[src/rtl/float_compare_pipe.sv]
// rtl/float_compare_pipe.sv - parametrised IEEE-754 comparator with 2-stage valid/ready pipeline
//
// Ports:
//   clk, rst            clock, asynchronous active-high reset
//   in_valid/in_ready   operand handshake (a, b, op)
//   a, b                operands, IEEE layout {sign, exp, man}
//   op                  0 LT, 1 LE, 2 EQ, 3 NE, 4 GT, 5 GE, 6 UNORD, 7 reserved
//   out_valid/out_ready result handshake (z, unordered, invalid)
//   z                   predicate result (a op b)
//   unordered           a or b is NaN
//   invalid             IEEE invalid-operation flag
module float_compare_pipe #(
    parameter int EXP_W = 11,
    parameter int MAN_W = 52,
    localparam int W    = 1 + EXP_W + MAN_W
) (
    input  logic         clk,
    input  logic         rst,
    input  logic         in_valid,
    output logic         in_ready,
    input  logic [W-1:0] a,
    input  logic [W-1:0] b,
    input  logic [2:0]   op,
    output logic         out_valid,
    input  logic         out_ready,
    output logic         z,
    output logic         unordered,
    output logic         invalid
);

    localparam logic [2:0] OP_LT    = 3'd0;
    localparam logic [2:0] OP_LE    = 3'd1;
    localparam logic [2:0] OP_EQ    = 3'd2;
    localparam logic [2:0] OP_NE    = 3'd3;
    localparam logic [2:0] OP_GT    = 3'd4;
    localparam logic [2:0] OP_GE    = 3'd5;
    localparam logic [2:0] OP_UNORD = 3'd6;

    localparam logic [W-1:0] SIGN_BIT = {1'b1, {(W-1){1'b0}}};

    // Stage 1 registers
    logic         s1_valid;
    logic [2:0]   s1_op;
    logic         s1_a_nan, s1_a_snan, s1_a_zero;
    logic         s1_b_nan, s1_b_snan, s1_b_zero;
    logic [W-1:0] s1_key_a, s1_key_b;

    // Stage 2 valid is the output valid
    logic s2_valid;
    logic s1_load, s2_load;

    assign s2_load   = !s2_valid || out_ready;
    assign s1_load   = !s1_valid || s2_load;
    assign in_ready  = s1_load;
    assign out_valid = s2_valid;

    // Operand classification
    logic         a_nan, a_snan, a_zero, b_nan, b_snan, b_zero;
    logic [W-1:0] key_a, key_b;

    always_comb begin
        a_nan  = (&a[W-2:MAN_W]) && (|a[MAN_W-1:0]);
        a_snan = a_nan && !a[MAN_W-1];
        a_zero = ~|a[W-2:0];
        b_nan  = (&b[W-2:MAN_W]) && (|b[MAN_W-1:0]);
        b_snan = b_nan && !b[MAN_W-1];
        b_zero = ~|b[W-2:0];
        // Sign-magnitude to monotonic unsigned: negatives invert, positives set the top bit.
        key_a  = a[W-1] ? ~a : (a | SIGN_BIT);
        key_b  = b[W-1] ? ~b : (b | SIGN_BIT);
    end

    // Stage 2 combinational decision
    logic cmp_lt, cmp_eq, nxt_unord, nxt_inv, nxt_z, ordering_op;

    always_comb begin
        cmp_lt      = s1_key_a < s1_key_b;
        cmp_eq      = s1_key_a == s1_key_b;
        // +0 and -0 map to different keys but must compare equal.
        if (s1_a_zero && s1_b_zero) begin
            cmp_lt = 1'b0;
            cmp_eq = 1'b1;
        end
        nxt_unord   = s1_a_nan || s1_b_nan;
        ordering_op = (s1_op == OP_LT) || (s1_op == OP_LE) ||
                      (s1_op == OP_GT) || (s1_op == OP_GE);
        nxt_inv     = s1_a_snan || s1_b_snan || (nxt_unord && ordering_op);
        nxt_z       = 1'b0;
        if (nxt_unord) begin
            nxt_z = (s1_op == OP_NE) || (s1_op == OP_UNORD);
        end else begin
            case (s1_op)
                OP_LT:   nxt_z = cmp_lt;
                OP_LE:   nxt_z = cmp_lt || cmp_eq;
                OP_EQ:   nxt_z = cmp_eq;
                OP_NE:   nxt_z = !cmp_eq;
                OP_GT:   nxt_z = !cmp_lt && !cmp_eq;
                OP_GE:   nxt_z = !cmp_lt;
                default: nxt_z = 1'b0;
            endcase
        end
    end

    always_ff @(posedge clk or posedge rst) begin
        if (rst) begin
            s1_valid  <= 1'b0;
            s1_op     <= '0;
            s1_a_nan  <= 1'b0;
            s1_a_snan <= 1'b0;
            s1_a_zero <= 1'b0;
            s1_b_nan  <= 1'b0;
            s1_b_snan <= 1'b0;
            s1_b_zero <= 1'b0;
            s1_key_a  <= '0;
            s1_key_b  <= '0;
            s2_valid  <= 1'b0;
            z         <= 1'b0;
            unordered <= 1'b0;
            invalid   <= 1'b0;
        end else begin
            if (s1_load) begin
                s1_valid <= in_valid;
                if (in_valid) begin
                    s1_op     <= op;
                    s1_a_nan  <= a_nan;
                    s1_a_snan <= a_snan;
                    s1_a_zero <= a_zero;
                    s1_b_nan  <= b_nan;
                    s1_b_snan <= b_snan;
                    s1_b_zero <= b_zero;
                    s1_key_a  <= key_a;
                    s1_key_b  <= key_b;
                end
            end
            if (s2_load) begin
                s2_valid <= s1_valid;
                // Outputs only move when a real result arrives, so they hold across bubbles.
                if (s1_valid) begin
                    z         <= nxt_z;
                    unordered <= nxt_unord;
                    invalid   <= nxt_inv;
                end
            end
        end
    end

endmodule

[config.mk]
export PLATFORM = sky130hd
export DESIGN_NAME = float_compare_pipe
export DESIGN_NICKNAME = d
export VERILOG_FILES = /design/src/rtl/float_compare_pipe.sv
export SDC_FILE = /design/constraint.sdc
export NUM_CORES = 1
export LEC_CHECK = 0
export BUFFER_PORTS_ARGS = -buffer_cell sky130_fd_sc_hd__buf_4
export CAP_MARGIN = 10
export CORE_MARGIN = 5
export CORE_UTILIZATION = 55
export DETAILED_ROUTE_END_ITERATION = 7
export PLACE_DENSITY_LB_ADDON = 0.2
export SYNTH_ARGS = -nofsm -noshare
export SYNTH_HDL_FRONTEND = slang
export SYNTH_SLANG_ARGS = --single-unit
[constraint.sdc]
create_clock -name clk -period 7 [get_ports clk]
set_clock_uncertainty 0.15 [all_clocks]
set_input_delay 1.4 -clock clk [delete_from_list [all_inputs] [get_ports clk]]
set_output_delay 1.4 -clock clk [all_outputs]
set_load 0.02 [all_outputs]
==> metrics.md <==
| Metric | Value |
|---|---|
| RSZ-0062 raised after global routing | `no` |
| CP Launch Point | `out_ready` |
| Reg2Reg Depth | `8` |
| Slowest stage delay, CP | `260 ps` |
| Flop pwr share | `39.4%` |
| Initial DRC Count | `~490` |
| P per Cell Area | `257 nW/µm²` |
| Tot Pwr | `~2.6 mW` |
| WHS | `339 ps` |
| # IOs | `140` |
| Routed wire length | `19.7 mm` |
| FF-to-FF End | `z` |
| Area grow syn2layout | `21.6%` |
| Initial antenna violation count | `1` |
| Clock share of power | `37.1%` |
| Relative slew slack | `22.4%` |
| Wirelength per Cell | `between 15 and 20 µm` |
| Worst Max-Slew Pin Slew | `1160 ps` |
| Final Hold Viols | `0` |
| Ys flop type | `dfrtp_1` |
| Ranking of synthesized cells by area | `dfrtp_1 43%, ha_1 9.8%, xor2_1 6.8%` |
| Req. time, crit path | `5450 ps` |
| Final worst path period need | `3540 ps` |
| First-pass GRT wire length | `between 30 and 40 mm` |
| Initial Util | `around 56%` |
| Synth Register Bits | `142` |
| Syn Nets | `1098` |
| Post-Place Cells | `between 1000 and 1500` |
| Flop2flop setup slack | `just over 4000 ps` |
| Mapped cell area | `approximately 8000 µm²` |
| Sw Ratio | `28.9%` |
| Max Fclk | `283 MHz` |
| Slowest cell on the critical path | `nand3b_1` |
| Post-synth EDFFs | `0` |
| Sequential share of the synthesized area | `between 40 and 50%` |
| Dpl ws | `3080 ps` |
| Share of cells above drive strength 1 | `17.7%` |
| Yosys warning total | `0` |
| Clock Latency Late Sink | `420 ps` |
| Most frequent CP cell | `buf_4` |
| Core area | `14600 µm²` |
| Synth cell types | `between 40 and 50` |
| Routed vias | `6618` |
| Critical path arrival | `1990 ps` |
| Avg Vias per Cell | `5.45` |
| Final Cell Area | `between 9000 and 10000 µm²` |
| Setup_tns | `0 ps` |
| Max VDD drop | `0.183 mV` |
| Bufs and invs on worst path | `2` |
| R2r startpoint | `s1_key_a[59]` |
| Final core utilization | `68.4%` |
| Area after DPL | `9350 µm²` |
| CTS-repair resized insts | `0` |
| Final WS setup | `3460 ps` |
| Top cell type's share of synthesized area | `43.3%` |
| CP top delay family | `buffers and inverters` |
| Crit path cell chain | `buf_4, nand3b_1, buf_4` |
| CP startpoint kind | `primary input` |
| Syn_area_per_cell | `9.13 µm²` |
| CTS tree | `yes` |
| Max-cap viol count | `0` |
| Detailed Place HPWL | `14.3 mm` |
| Critical path depth in cells | `3` |
| Final ANT Viol Nets | `0` |
| Total CTS buffers | `17` |
| CTS clk-pin slew, worst paths | `around 60 ps` |
| Clock Tree Root | `clkbuf_16` |
| Final nets | `1216` |
| Chip Width | `about 130 µm` |
| Post-route DRC | `0` |
| Global route overflow | `0` |
| Vias in the first global route | `6545` |
| Gp weighted congestion | `0.788` |
| Worst min path class | `reg2reg` |
| Sink Count | `approximately 140` |
| Largest net degree at the start of global routing | `between 100 and 150` |
| Chip Height | `132 µm` |
| TritonRoute pass-1 iters | `5` |
| Psw | `0.741 mW` |
| Hold-fix buffers, CTS | `0` |
| Fill cells | `1189` |
| Setup crit end | `in_ready` |
| Ys async rst share | `100%` |
| Leak | `4.79 nW` |
| Layout Cells excl Fill | `1215` |
| Cell taking the most area after synthesis | `dfrtp_1` |
| Status | `completed` |
| Port bufs | `139` |
| Mapped Cells | `about 900` |
| Clock H-tree levels | `4` |
| Worst-path fanout max | `3` |
| Cell Int Power | `1.82 mW` |
| Final setup vio count | `0` |
| Final Max Tran Viols | `0` |
| Critical Setup Path Class | `in2out` |
| Post-CTS Setup Repair Bufs | `0` |
| Max clock buf depth | `2` |
| DIE AREA | `17500 µm²` |
| CP endpoint kind | `output pin` |
| GRT Overall Usage | `22.9%` |
| Tcrit/Tclk final | `50.6%` |
| Gate power share | `about a quarter` |
| Site Rows | `44` |
[per-layer routing]
metal  part of all wire, %  global-route usage, %  up-vias
met4                   2.4                   8.29        0
li1                      -                      -     3310
met5                     0                      0        -
met1                    45                   31.4     3099
met2                    47                   35.8      177
met3                   5.4                   5.23       32
[worst min-delay path: cells and delay by family, from the launching register on]
kind / cells / cell delay [ps]
DFF: 1 / 340
and+or+nand+nor: 1 / 50
AOI/OAI and AO/OA: 1 / 60
[how the worst min path moves through the flow]
stage                     slack, ps         start           end  cells past startpoint
final                           340  s1_key_a[11]  s1_key_a[11]                      2
after global routing            360  s1_key_a[11]  s1_key_a[11]                      2
after CTS                       340  s1_key_b[63]  s1_key_b[63]                      2
after detailed placement        330  s1_key_b[63]  s1_key_b[63]                      2
after global placement          320  s1_key_b[63]  s1_key_b[63]                      2
after floorplan                 310  s1_key_b[63]  s1_key_b[63]                      2
[layout by cell type (no fill, tap or decap), types with 3 or more instances in the layout]
| cell | Yosys | final |
|---|---|---|
| nor2_1 | 70 | 70 |
| dfrtp_1 | 142 | 142 |
| nand3_1 | 13 | 13 |
| nand3b_1 | 3 | 3 |
| nand2b_1 | 3 | 3 |
| bufinv_16 | 0 | 4 |
| o21ai_1 | 69 | 69 |
| ha_1 | 64 | 64 |
| o21ai_0 | 6 | 6 |
| a211oi_1 | 3 | 3 |
| xnor2_1 | 63 | 63 |
| inv_1 | 67 | 66 |
| a21oi_1 | 87 | 87 |
| nor4_1 | 35 | 35 |
| buf_4 | 1 | 143 |
| nor3_1 | 8 | 8 |
| xor2_1 | 64 | 64 |
| clkbuf_16 | 0 | 17 |
| a221oi_1 | 4 | 4 |
| mux2_1 | 3 | 3 |
| clkinv_2 | 0 | 6 |
| nand2_1 | 91 | 90 |
| a21o_1 | 9 | 9 |
| nand4_1 | 25 | 25 |
[registers in the layout (all words and copies together) (netlist names)]
name	cells
z	1
s1_a_snan	1
s1_b_snan	1
out_valid	1
s1_a_zero	1
s1_op	3
s1_valid	1
s1_b_nan	1
s1_key_a	64
invalid	1
s1_key_b	64
unordered	1
s1_b_zero	1
s1_a_nan	1
[cell families (layout without fill, tap and decap cells)]
logic type                 after synthesis  count (layout)  synth area share, %
xor gates and xnor gates               127             127                 13.6
AOI/OAI and AO/OA                      190             190                 12.6
muxes                                    3               3                0.412
buffers and inverters                  111             242                 5.12
adders and majority gates               64              64                 9.76
DFF                                    142             142                 43.3
and+or+nand+nor                        262             262                 15.3
other                                    0               1                    0
[Yosys cell counts (2+ instances only)]
cell	n
dfrtp_1	142
nand2_1	91
a21oi_1	87
nor2_1	70
o21ai_1	69
inv_1	67
ha_1	64
xor2_1	64
xnor2_1	63
nor4_1	35
clkbuf_1	30
nand4_1	25
buf_1	13
nand3_1	13
a21o_1	9
nor3_1	8
o21ai_0	6
a221oi_1	4
a211oi_1	3
mux2_1	3
nand2b_1	3
nand3b_1	3
a31oi_1	2
and4_1	2
or4_1	2
[power by group through the flow]
stage | Combinational (mW) | Clock [mW] | Sequential (mW)
after floorplan | 0.414 | 0 | 1.01
after global placement | 0.578 | 0 | 1.02
after detailed placement | 0.599 | 0 | 1.02
after CTS | 0.608 | 0.960 | 1.01
after global routing | 0.690 | 1.00 | 1.02
final | 0.604 | 0.950 | 1.01
[area by class of cell]
cell class	instances	area (µm²)	area share (%)
clock buffers	20	457	4.58
clock inverters	12	166	1.67
inverters	67	256	2.57
diodes	1	2.50	0.0251
well taps	184	230	2.31
flip-flops and latches	142	3550	35.6
multi-input cells	646	4240	42.5
repair buffers	143	1070	10.8
Power figures use the tool's default switching activity.
